`config.mk`:
```
export PLATFORM = sky130hd
export DESIGN_NAME = instr_fetch_flat
export DESIGN_NICKNAME = d
export VERILOG_FILES = /design/src/rtl/instr_fetch_if.sv /design/src/rtl/instr_fetch.sv /design/src/flat_wrapper.sv
export SDC_FILE = /design/constraint.sdc
export NUM_CORES = 1
export LEC_CHECK = 0
export BUFFER_PORTS_ARGS = -buffer_cell sky130_fd_sc_hd__buf_4
export CAP_MARGIN = 20
export CORE_MARGIN = 10
export CORE_UTILIZATION = 64
export CTS_BUF_LIST = sky130_fd_sc_hd__clkbuf_4
export CTS_CLUSTER_DIAMETER = 150
export DETAILED_ROUTE_END_ITERATION = 12
export PLACE_DENSITY_LB_ADDON = 0.25
export SYNTH_ARGS = -nofsm -noshare
export SYNTH_HDL_FRONTEND = slang
export SYNTH_SLANG_ARGS = --single-unit
export TNS_END_PERCENT = 1
```
`constraint.sdc`:
```
create_clock -name clk_i -period 3.8 [get_ports clk_i]
set_input_delay 0.76 -clock clk_i [delete_from_list [all_inputs] [get_ports clk_i]]
set_output_delay 0.76 -clock clk_i [all_outputs]
set_load 0.01 [all_outputs]
```
`src/rtl/instr_fetch_if.sv`:
```
// Program-load and instruction-stream signals between the sequencer and its environment.
// The sequencer uses the slave modport; the environment (loader plus core) uses master.
interface instr_fetch_if #(
  parameter int unsigned AddrW = 4
);
  logic             clear;
  logic             load_valid;
  logic [5:0]       load_data;
  logic             load_ready;
  logic             start;
  logic             cjump;
  logic [5:0]       instr;
  logic             instr_valid;
  logic [AddrW-1:0] pc;
  logic             halted;

  modport slave (
    input  clear, load_valid, load_data, start, cjump,
    output load_ready, instr, instr_valid, pc, halted
  );

  modport master (
    output clear, load_valid, load_data, start, cjump,
    input  load_ready, instr, instr_valid, pc, halted
  );
endinterface

```
`src/rtl/instr_fetch.sv`:
```
// Instruction sequencer: a program is loaded into a flop array over valid/ready, then streamed
// one 6-bit word per clock to the core, with jumps redirected by the core's cjump.
module instr_fetch #(
  parameter int unsigned Depth = 16,
  parameter int unsigned AddrW = 4,
  parameter bit          Wrap  = 1'b0
) (
  input  logic         clk_i,
  input  logic         rst_ni,
  instr_fetch_if.slave bus_io
);

  localparam logic [AddrW:0] LenDepth = Depth[AddrW:0];

  typedef enum logic [1:0] {StIdle, StRun, StHalt} state_e;

  state_e           state_q, state_d;
  logic [AddrW-1:0] pc_q, pc_d;
  logic [AddrW-1:0] wr_ptr_q, wr_ptr_d;
  logic [AddrW:0]   len_q, len_d;
  logic [5:0]       mem_q [Depth];

  logic             load_ready;
  logic             accept;
  logic             wr_en;
  logic [5:0]       cur_word;
  logic [AddrW-1:0] target;

  assign load_ready = (state_q == StIdle) && (len_q < LenDepth);
  assign accept     = bus_io.load_valid && load_ready;
  // clear wins over a simultaneous load, so the word is not written.
  assign wr_en      = accept && !bus_io.clear;
  assign cur_word   = mem_q[pc_q];
  // The jump operand is the word currently presented to the core.
  assign target     = cur_word[AddrW-1:0];

  always_comb begin
    state_d  = state_q;
    pc_d     = pc_q;
    wr_ptr_d = wr_ptr_q;
    len_d    = len_q;
    if (bus_io.clear) begin
      state_d  = StIdle;
      pc_d     = '0;
      wr_ptr_d = '0;
      len_d    = '0;
    end else begin
      unique case (state_q)
        StIdle: begin
          if (accept) begin
            wr_ptr_d = wr_ptr_q + 1'b1;
            len_d    = len_q + 1'b1;
          end
          if (bus_io.start && (len_q != '0 || accept)) begin
            state_d = StRun;
            pc_d    = '0;
          end
        end
        StRun: begin
          if (bus_io.start) begin
            pc_d = '0;
          end else if (bus_io.cjump) begin
            if ({1'b0, target} < len_q) pc_d = target;
            else                       state_d = StHalt;
          end else if ({1'b0, pc_q} == len_q - 1'b1) begin
            if (Wrap) pc_d = '0;
            else      state_d = StHalt;
          end else begin
            pc_d = pc_q + 1'b1;
          end
        end
        StHalt: begin
          if (bus_io.start) begin
            state_d = StRun;
            pc_d    = '0;
          end
        end
        default: state_d = StIdle;
      endcase
    end
  end

  always_ff @(posedge clk_i or negedge rst_ni) begin
    if (!rst_ni) begin
      state_q  <= StIdle;
      pc_q     <= '0;
      wr_ptr_q <= '0;
      len_q    <= '0;
    end else begin
      state_q  <= state_d;
      pc_q     <= pc_d;
      wr_ptr_q <= wr_ptr_d;
      len_q    <= len_d;
    end
  end

  always_ff @(posedge clk_i or negedge rst_ni) begin
    if (!rst_ni) begin
      for (int unsigned i = 0; i < Depth; i++) mem_q[i] <= '0;
    end else if (wr_en) begin
      mem_q[wr_ptr_q] <= bus_io.load_data;
    end
  end

  always_comb begin
    bus_io.load_ready  = load_ready;
    bus_io.instr       = (state_q == StRun) ? cur_word : 6'b0;
    bus_io.instr_valid = (state_q == StRun);
    bus_io.pc          = pc_q;
    bus_io.halted      = (state_q == StHalt);
  end

endmodule

```
`src/flat_wrapper.sv`:
```
// flat-port wrapper written by rule: the top's interface ports become plain ports
module instr_fetch_flat 
#(
  parameter int unsigned Depth = 16,
  parameter int unsigned AddrW = 4,
  parameter bit          Wrap  = 1'b0
)
  (clk_i, rst_ni, bus_io_clear, bus_io_load_valid, bus_io_load_data, bus_io_start, bus_io_cjump, bus_io_load_ready, bus_io_instr, bus_io_instr_valid, bus_io_pc, bus_io_halted);
  instr_fetch_if #(.AddrW(AddrW)) bus_io_i ();
  input  logic clk_i;
  input  logic rst_ni;
  input wire logic [$bits(bus_io_i.clear)-1:0] bus_io_clear;
  input wire logic [$bits(bus_io_i.load_valid)-1:0] bus_io_load_valid;
  input wire logic [$bits(bus_io_i.load_data)-1:0] bus_io_load_data;
  input wire logic [$bits(bus_io_i.start)-1:0] bus_io_start;
  input wire logic [$bits(bus_io_i.cjump)-1:0] bus_io_cjump;
  output wire logic [$bits(bus_io_i.load_ready)-1:0] bus_io_load_ready;
  output wire logic [$bits(bus_io_i.instr)-1:0] bus_io_instr;
  output wire logic [$bits(bus_io_i.instr_valid)-1:0] bus_io_instr_valid;
  output wire logic [$bits(bus_io_i.pc)-1:0] bus_io_pc;
  output wire logic [$bits(bus_io_i.halted)-1:0] bus_io_halted;
  assign bus_io_i.clear = bus_io_clear;
  assign bus_io_i.load_valid = bus_io_load_valid;
  assign bus_io_i.load_data = bus_io_load_data;
  assign bus_io_i.start = bus_io_start;
  assign bus_io_i.cjump = bus_io_cjump;
  assign bus_io_load_ready = bus_io_i.load_ready;
  assign bus_io_instr = bus_io_i.instr;
  assign bus_io_instr_valid = bus_io_i.instr_valid;
  assign bus_io_pc = bus_io_i.pc;
  assign bus_io_halted = bus_io_i.halted;
  instr_fetch #(.Depth(Depth), .AddrW(AddrW), .Wrap(Wrap)) u_core (.clk_i(clk_i), .rst_ni(rst_ni), .bus_io(bus_io_i));
endmodule
```
# Yosys cells after proc, flatten, opt, wreduce, memory -nomap -nowiden
# Index checks and enable logic that the tools add are counted.
[word_totals]
ff_bits = 111
elab_cells = 85
out_inout_bits = 13
inputBits = 12
[classes]
n_mux = 29
n_bitwise = 2
reduce_logical = 15
order_cmp = 5
n_addsub = 4
eq_ne = 10
[ops]
columns = ["op", "n"]
rows = [
  ["$bwmux W96", 1],
  ["$mux W4", 10],
  ["$bmux W6 S4", 1],
  ["$demux W6 S4", 1],
  ["$mux W6", 4],
  ["$mux W5", 3],
  ["$mux W2", 7],
  ["$pmux W4 S3", 1],
  ["$ge A5 B5 Y1 const B", 2],
  ["$not A4 Y5", 2],
  ["$reduce_and A5 Y1", 2],
  ["$ne A3 B3 Y1 const B", 3],
  ["$add A4 B1 Y4 const B", 2],
  ["$pmux W2 S3", 1],
  ["$add A5 B1 Y5 const B", 1],
  ["$eq A4 B5 Y1", 1],
  ["$logic_and A1 B1 Y1", 5],
  ["$lt A4 B5 Y1", 1],
  ["$lt A5 B1 Y1 const B", 1],
  ["$lt A5 B5 Y1 const B", 1],
  ["$ne A5 B4 Y1 const B", 1],
  ["$ne A5 B5 Y1 const B", 1],
  ["$reduce_bool A5 Y1", 1],
  ["$sub A5 B1 Y5 const B", 1],
  ["10 further kinds", 11],
]

# Longest topological paths before layout
# Gate-level depths: netlist of the first run.
[logic_depth]
depth_word = 10
mapped_depth = 14
mapped_depth_nobuf = 12

# Worst setup path before layout of the first run
# OpenSTA, ideal clock, no wires.
[synth_path]
path_kind = "register to register"
startpoint = "reg u_core.pc_q[0], in the netlist u_core.bus_io.pc[0]"
endpoint = "reg u_core.pc_q[1], in the netlist u_core.bus_io.pc[1]"
arrival_ps = 3303
synth_period_minus_slack_ps = 3428
path_slack_ps = 372
stages_incl_launch_ff = 15
path_cell_list = "dfrtp_1 -> buf_6 -> buf_2 -> mux4_2 -> nor2_1 -> nor2_1 -> o21ai_0 -> inv_1 -> ha_1 -> a21o_1 -> a21oi_1 -> a21oi_1 -> a311o_1 -> a21oi_2 -> mux2_4"
[synth_between]
elab_chain_len = 9
word_cells_on_any_way = 16
[synth_rtl]
columns = ["element", "line", "source"]
rows = [
  ["start: declaration", "instr_fetch.sv:18", "logic [AddrW-1:0] pc_q, pc_d;"],
  ["start signal: assignment", "instr_fetch.sv:91", "pc_q <= pc_d;"],
  ["parallel branches: the longest is 9 deep, another holds $lt A4 B5 Y1", "-", ""],
]
# Parallel ways; which one is timed is not known. The select of a mux whose other input is x is not followed.
# A chain may end at the register's enable or synchronous reset.

# Final worst setup path of the first run
# Same ends and word-level chain as after synthesis.

==> run_results.csv, run 1 <==
group,metric,value,unit
drt,drc,0,
drt,vias,3557,
logic_synthesis,ys_ff_latch,111,
power_and_ir_drop,clock_power_share,21.4,%
place,gp_congestion,0.9322,
critical_path,cp-end-kind,"register",
clocking,ctsResizeCount,0,
clocking,clk_transition_reported_paths,170,ps
logic_synthesis,syn_inst,425,
timing,setup_ws,351.0,ps
timing,tightestPinTransition,722.4,ps
status,run_status,"finished, final reports clean",
power_and_ir_drop,seq_power_share,55.6,%
place,placed_area,0.005907,mm²
drt,wl_per_cell,21.68,µm
timing,grt_setup_unrepaired,"false",
logic_synthesis,synth_compound_area_share,4.248,%
floorplan,ios,25,
place,io_buffers,24,
global_route,antenna_found_initial,0,
run,maxCapViolations,0,
global_route,top_usage_layer,"met2",
floorplan,initial_core_util,64.81,%
drt,drtIter0Drc,261,
global_route,grt_max_degree,84,
power_and_ir_drop,p_leak,2.850,nW
timing,fmax,289.9,MHz
logic_synthesis,syn_area,0.005597,mm²
critical_path,rrSetupSlack,350,ps
drt,routed_wl,12250,µm
logic_synthesis,async_flop_share,100.0,%
cells_and_area,fin_util,70.05,%
power_and_ir_drop,finalPower,2.468,mW
floorplan,core,0.008636,mm²
logic_synthesis,synthesis.nets,447,
global_route,met1_usage,25.50,%
floorplan,dieArea,0.01289,mm²
drt,drt_pre_antenna_iters,5,
clocking,cts-buffers-inserted,9,
critical_path,cp_data_required_time,4170,ps
clocking,cts_tree,"built",
floorplan,die_w,113.5,µm
logic_synthesis,yosys.area_share.adder,2.236,%
power_and_ir_drop,p_sw,0.7463,mW
critical_path,slowest_delay,530,ps
timing,finalSetupViolations,0,
logic_synthesis,synth_cell_types,49,
global_route,grt_pass1_wl,19820,µm
global_route,gr-usage-met2,32.57,%
clocking,htree_levels,3,
critical_path,critical_path_class,"reg -> reg",
timing,hold_viol_final,0,
clocking,cts_setup_buffers,0,
logic_synthesis,yosysWarnings,0,
drt,drtAntennaViolNets,0,
logic_synthesis,ys_seq_area_share,49.63,%
power_and_ir_drop,ir_drop,0.2655,mV
logic_synthesis,ys.flop_type,"dfrtp_1",
cells_and_area,syn2layout_area_growth,8.093,%
min_path,hp-class,"in -> async",
global_route,grt_pass1_vias,3730,
global_route,overflow,0,
global_route,grt_use_total,19.46,%
critical_path,r2r-start,"u_core.bus_io.pc[0]$_DFFE_PN0P_",
place,place_ws,395.5,ps
logic_synthesis,synth_edf_count,0,
power_and_ir_drop,swShare,30.25,%
clocking,clock_sinks,111,
critical_path,startpoint_type,"register",
logic_synthesis,synth_xor_area_share,1.721,%
logic_synthesis,synthMuxAreaShare,31.01,%
place,hpwl,8883,µm
timing,timing.final.crit_share,90.76,%
critical_path,cp.arrival,3820,ps
drt,vias_per_cell,6.296,
power_and_ir_drop,intPower,1.721,mW
clocking,clockBufferDepth,2,
cells_and_area,num-fill-cells,603,
clocking,hold_buffers,0,
cells_and_area,final_cell_area,0.006050,mm²
floorplan,die_h,113.5,µm
power_and_ir_drop,p_comb_share,23.0,%
clocking,cts_root_buffer,"clkbuf_4",
timing,min_period,3449,ps
cells_and_area,antenna_cells,0,
critical_path,crit_chain,"buf_4 > buf_4 > mux4_2 > nand2_1 > nand3_1 > o21ai_0 > inv_1 > ha_1 > a21oi_1 > a21oi_1 > a311o_1 > a21oi_2 > mux2_4",
cells_and_area,finalNonFillerCells,565,
timing,clock_skew,19.93,ps
cells_and_area,drive_gt1_share,39.17,%
place,dp.cells,548,
logic_synthesis,synth_top_family_by_area,"multiplexers",
logic_synthesis,yosys.area_share.simple,8.339,%
critical_path,cp_max_fo,9,
global_route,use_met3,2.887,%
timing,slew_viol_final,0,
logic_synthesis,synth_area_per_cell,13.17,µm²
floorplan,rows,34,
power_and_ir_drop,p_per_area,407.9,mW/mm²
clocking,worstSkewPairLatency,470,ps
timing,holdWs,91.30,ps
critical_path,r2r-end,"u_core.bus_io.pc[1]$_DFFE_PN0P_",
timing,slew_headroom,51.84,%
critical_path,reg2reg_depth,13,
timing,tns,0,ps
cells_and_area,nNetsFinal,474,
critical_path,cpMaxStageDelayCell,"dfrtp_2",
[cell usage in the layout (no fill, tap or decap), types with 2 or more instances in the layout]
| master | synthesis | routed |
|---|---|---|
| dfrtp_1 | 111 | 110 |
| mux2_2 | 99 | 99 |
| buf_4 | 0 | 35 |
| nor2_1 | 27 | 27 |
| mux4_2 | 21 | 21 |
| nand3_1 | 19 | 19 |
| nand2_1 | 13 | 13 |
| inv_1 | 12 | 12 |
| xnor2_1 | 10 | 10 |
| ha_1 | 10 | 10 |
| clkbuf_4 | 0 | 9 |
| nor3_1 | 8 | 8 |
| mux2i_1 | 8 | 8 |
| a21oi_1 | 8 | 8 |
| nand2b_1 | 5 | 5 |
| o21ai_0 | 5 | 5 |
| and2_1 | 4 | 4 |
| o22ai_1 | 4 | 4 |
| a211oi_1 | 4 | 4 |
| nor2b_1 | 3 | 3 |
| or3_1 | 3 | 3 |
| and3_1 | 3 | 3 |
| mux4_1 | 2 | 2 |
| a21o_1 | 2 | 2 |
| nand4_1 | 2 | 2 |
| nor3b_1 | 2 | 2 |
| clkinv_1 | 0 | 2 |
| clkinvlp_4 | 0 | 2 |
[synthesized netlist by cell type, types with 2 or more instances]
cell type | number | area share, %
nand2b_1 | 5 | 0.56
buf_1 | 2 | 0.13
mux4_2 | 21 | 8.5
and2_1 | 4 | 0.45
buf_2 | 4 | 0.36
nor3_1 | 8 | 0.72
clkbuf_1 | 12 | 0.80
a21o_1 | 2 | 0.27
nand4_1 | 2 | 0.22
dfrtp_1 | 111 | 50
or3_1 | 3 | 0.34
o22ai_1 | 4 | 0.45
o21ai_0 | 5 | 0.45
nor2b_1 | 3 | 0.34
a21oi_1 | 8 | 0.72
xnor2_1 | 10 | 1.6
nor3b_1 | 2 | 0.27
and3_1 | 3 | 0.34
nor2_1 | 27 | 1.8
mux4_1 | 2 | 0.94
a211oi_1 | 4 | 0.54
ha_1 | 10 | 2.2
nand3_1 | 19 | 1.7
mux2i_1 | 8 | 1.4
mux2_2 | 99 | 20
inv_1 | 12 | 0.80
nand2_1 | 13 | 0.87
[worst max-delay path: cells and delay by family (launching register included)]
family	cells	cell delay [ps]
DFF	1	530
adders and majority gates	1	300
and+or+nand+nor	2	160
AOI/OAI and AO/OA	5	1070
muxes	2	830
buffers and inverters	3	470
[metal layers]
metal | wire [µm] | part of all wire, %
met1 | 5484 | 45
met2 | 6026 | 49
met3 | 590 | 4.8
met4 | 146 | 1.2
met5 | 0 | 0
[power by group through the flow]
stage                     Clock [mW]  Combinational, mW  Sequential (mW)
after global routing           0.572              0.626             1.39
after detailed placement           0              0.564             1.39
after floorplan                    0              0.417             1.36
after global placement             0              0.541             1.39
final                          0.528              0.569             1.37
after CTS                      0.540              0.566             1.37
[registers in the layout, summed over array words and instances, names as in the netlist]
signal	count
u_core.state_q	2
u_core.len_q	5
u_core.wr_ptr_q	4
u_core.bus_io.pc	4
u_core.mem_q	96
[how the worst max path moves through the flow]
stage	from	endpoint	slack (ps)	cells past startpoint
after CTS	u_core.bus_io.pc[0]$_DFFE_PN0P_	bus_io_instr[4]	320	6
after detailed placement	u_core.bus_io.pc[0]$_DFFE_PN0P_	u_core.bus_io.pc[1]$_DFFE_PN0P_	400	13
final	u_core.bus_io.pc[0]$_DFFE_PN0P_	u_core.bus_io.pc[1]$_DFFE_PN0P_	350	13
after global placement	u_core.bus_io.pc[0]$_DFFE_PN0P_	u_core.bus_io.pc[1]$_DFFE_PN0P_	450	10
after floorplan	u_core.bus_io.pc[0]$_DFFE_PN0P_	u_core.bus_io.pc[1]$_DFFE_PN0P_	370	14
after global routing	u_core.bus_io.pc[1]$_DFFE_PN0P_	u_core.bus_io.pc[1]$_DFFE_PN0P_	110	12
[cells by family (layout without fill, tap and decap cells)]
kind of cell    after synthesis  count (layout)
mux                         131             131
compound gates               34              34
flops                       111             111
simple gates                 94              94
xor+xnor                     11              11
fa+ha+maj                    10              10
buf+inv                      34              66
[layout make-up]
type / count / area [µm²] / share of cell area (%)
Clock buffer: 9 / 67.56 / 1.117
Tap cell: 108 / 135.1 / 2.234
Inverter: 13 / 48.80 / 0.8066
Multi-Input combinational cell: 280 / 2661 / 43.99
Sequential cell: 111 / 2779 / 45.94
Timing Repair Buffer: 37 / 310.3 / 5.129
Clock inverter: 7 / 47.55 / 0.7859
No activity file was read; power rests on OpenSTA's default activity.
==> inputs of run 2 (changes only) <==
==> constraint.sdc (replaced) <==
create_clock -name clk_i -period 3.3 [get_ports clk_i]
set_input_delay 0.66 -clock clk_i [delete_from_list [all_inputs] [get_ports clk_i]]
set_output_delay 0.66 -clock clk_i [all_outputs]
set_load 0.01 [all_outputs]
==> run 2 against run 1 <==
Effect of this change: via count grew 1.5%; design area grew 0.95%; final cell count grew 0.88%; critical endpoint is now bus_io_instr[4]; combinational power grew 26%; clock-buffer cell count is the same; largest cell class unchanged.
==> run_results.csv, run 2 (same netlist as run 1, synthesis figures left out) <==
group,metric,value,unit
clocking,cts-buffers-inserted,9,
timing,min_period,3218,ps
cells_and_area,largest_register_ffs,96,
clocking,cts_tree,"built",
cells_and_area,syn2layout_area_growth,9.121,%
critical_path,cp.arrival,2560,ps
cells_and_area,fin_util,70.72,%
drt,vias,3611,
critical_path,cpMaxStageDelayCell,"mux4_2",
cells_and_area,drive_gt1_share,40.69,%
critical_path,crit_chain,"buf_4 > buf_6 > mux4_2 > mux4_2 > and2_1 > buf_4",
global_route,grt_max_degree,58,
cells_and_area,nNetsFinal,479,
cells_and_area,finalNonFillerCells,570,
cells_and_area,antenna_cells,0,
floorplan,dieArea,0.01289,mm²
cells_and_area,layout_common_cells,"dfrtp_1, mux2_2, buf_4, nor2_1, mux4_2",
timing,clock_skew,14.14,ps
clocking,worstSkewPairLatency,460,ps
drt,wl_per_cell,21.78,µm
place,dp.cells,553,
drt,drc,0,
timing,hold_viol_final,0,
critical_path,cp.depth,6,
critical_path,cp_max_fo,6,
drt,drtIter0Drc,238,
cells_and_area,num-fill-cells,609,
critical_path,critical_path_class,"reg -> out",
power_and_ir_drop,finalPower,2.922,mW
timing,timing.final.crit_share,97.50,%
critical_path,critPathTopFamily,"multiplexers",
floorplan,initial_core_util,64.81,%
floorplan,core,0.008636,mm²
critical_path,r2r-start,"u_core.bus_io.pc[0]$_DFFE_PN0P_",
clocking,htree_levels,3,
cells_and_area,final_cell_area,0.006107,mm²
place,gp_congestion,0.8902,
power_and_ir_drop,ir_drop,0.2960,mV
timing,slew_headroom,47.71,%
clocking,hold_buffers,0,
place,io_buffers,24,
critical_path,path_buf_inv,3,
global_route,grt_use_total,20.04,%
power_and_ir_drop,p_leak,2.872,nW
timing,slew_viol_final,0,
min_path,hp-class,"in -> async",
cells_and_area,largest-register,"u_core.mem_q",
critical_path,cp-startpoint,"u_core.bus_io.pc[0]$_DFFE_PN0P_",
timing,setup_ws,82.41,ps
floorplan,die_w,113.5,µm
critical_path,slowest_delay,530,ps
clocking,clock_sinks,111,
global_route,overflow,0,
status,run_status,"finished, final reports clean",
place,place_ws,-41.48,ps
drt,drt_pre_antenna_iters,4,
critical_path,cp-end-kind,"output pin",
place,placed_area,0.005944,mm²
global_route,grt_pass1_wl,20620,µm
drt,vias_per_cell,6.335,
timing,finalSetupViolations,0,
floorplan,ios,25,
floorplan,rows,34,
place,hpwl,8936,µm
critical_path,cp_data_required_time,2640,ps
timing,holdWs,214.8,ps
critical_path,rrSetupSlack,110,ps
power_and_ir_drop,p_per_area,478.4,mW/mm²
clocking,clk_transition_reported_paths,170,ps
timing,tns,0,ps
cells_and_area,reg_top3,"u_core.mem_q (96), u_core.len_q (5)",
critical_path,critPathCapture,"bus_io_instr[4]",
timing,fmax,310.8,MHz
clocking,clockBufferDepth,2,
global_route,antenna_found_initial,0,
drt,drtAntennaViolNets,0,
timing,tightestPinTransition,784.3,ps
floorplan,die_h,113.5,µm
global_route,grt_pass1_vias,3827,
timing,grt_setup_unrepaired,"false",
critical_path,reg2reg_depth,10,
critical_path,startpoint_type,"register",
run,maxCapViolations,0,
critical_path,r2r-end,"u_core.bus_io.pc[1]$_DFFE_PN0P_",
drt,routed_wl,12420,µm
cells_and_area,mostFrequentLayoutCell,"dfrtp_1",
clocking,cts_root_buffer,"clkbuf_4",
==> run 2: cell types whose count changed in the layout (fill, tap and decap cells not counted), sizes merged <==
cell / change
inv: -1
clkinvlp: +1
buf: +5
==> run 2: timing repair <==
action	in CTS	in global routing
endpoints found under the setup margin	4	4
resized for setup	0	5
pin swaps	0	1
buffers inserted	1	0
==> run 2: report_power, final <==
| group | switching, mW | total (mW) | internal [mW] |
|---|---|---|---|
| Clock | 0.468 | 0.630 | 0.163 |
| Sequential | 0.0809 | 1.58 | 1.49 |
| Combinational | 0.345 | 0.716 | 0.371 |
| Total | 0.894 | 2.92 | 2.03 |
==> run 2: layout make-up <==
type / count / area, µm² / area share [%]
Sequential cell: 111 / 2779 / 45.50
Multi-Input combinational cell: 280 / 2673 / 43.76
Timing Repair Buffer: 42 / 344.1 / 5.634
Tap cell: 108 / 135.1 / 2.213
Clock buffer: 9 / 67.56 / 1.106
Clock inverter: 7 / 60.06 / 0.9834
Inverter: 13 / 48.80 / 0.7990
==> run 2: worst min-delay path by stage <==
stage	slack (ps)	startpoint	to
after CTS	260	rst_ni	u_core.len_q[2]$_DFFE_PN0P_
after global placement	480	u_core.mem_q[13]$_DFFE_PN0P_	u_core.mem_q[13]$_DFFE_PN0P_
after floorplan	360	rst_ni	u_core.bus_io.pc[0]$_DFFE_PN0P_
final	210	rst_ni	u_core.len_q[2]$_DFFE_PN0P_
after detailed placement	490	u_core.mem_q[47]$_DFFE_PN0P_	u_core.mem_q[47]$_DFFE_PN0P_
after global routing	270	rst_ni	u_core.len_q[2]$_DFFE_PN0P_
==> run 2: routing by layer <==
metal	routed length [µm]	up-vias	GRT usage, %
li1	-	1624	-
met1	5264	1856	27.09
met2	6111	111	32.30
met3	814	20	3.465
met4	225	0	6.345
met5	0	-	0
==> run 2: worst register-to-register path, cell delays in order (launching register included) <==
cell,delay (ps)
dfrtp_2,440
buf_12,150
mux4_1,530
mux4_2,520
ha_1,210
a21o_1,180
a21oi_2,150
a21oi_1,110
a311o_1,320
a21oi_2,170
mux2_4,310
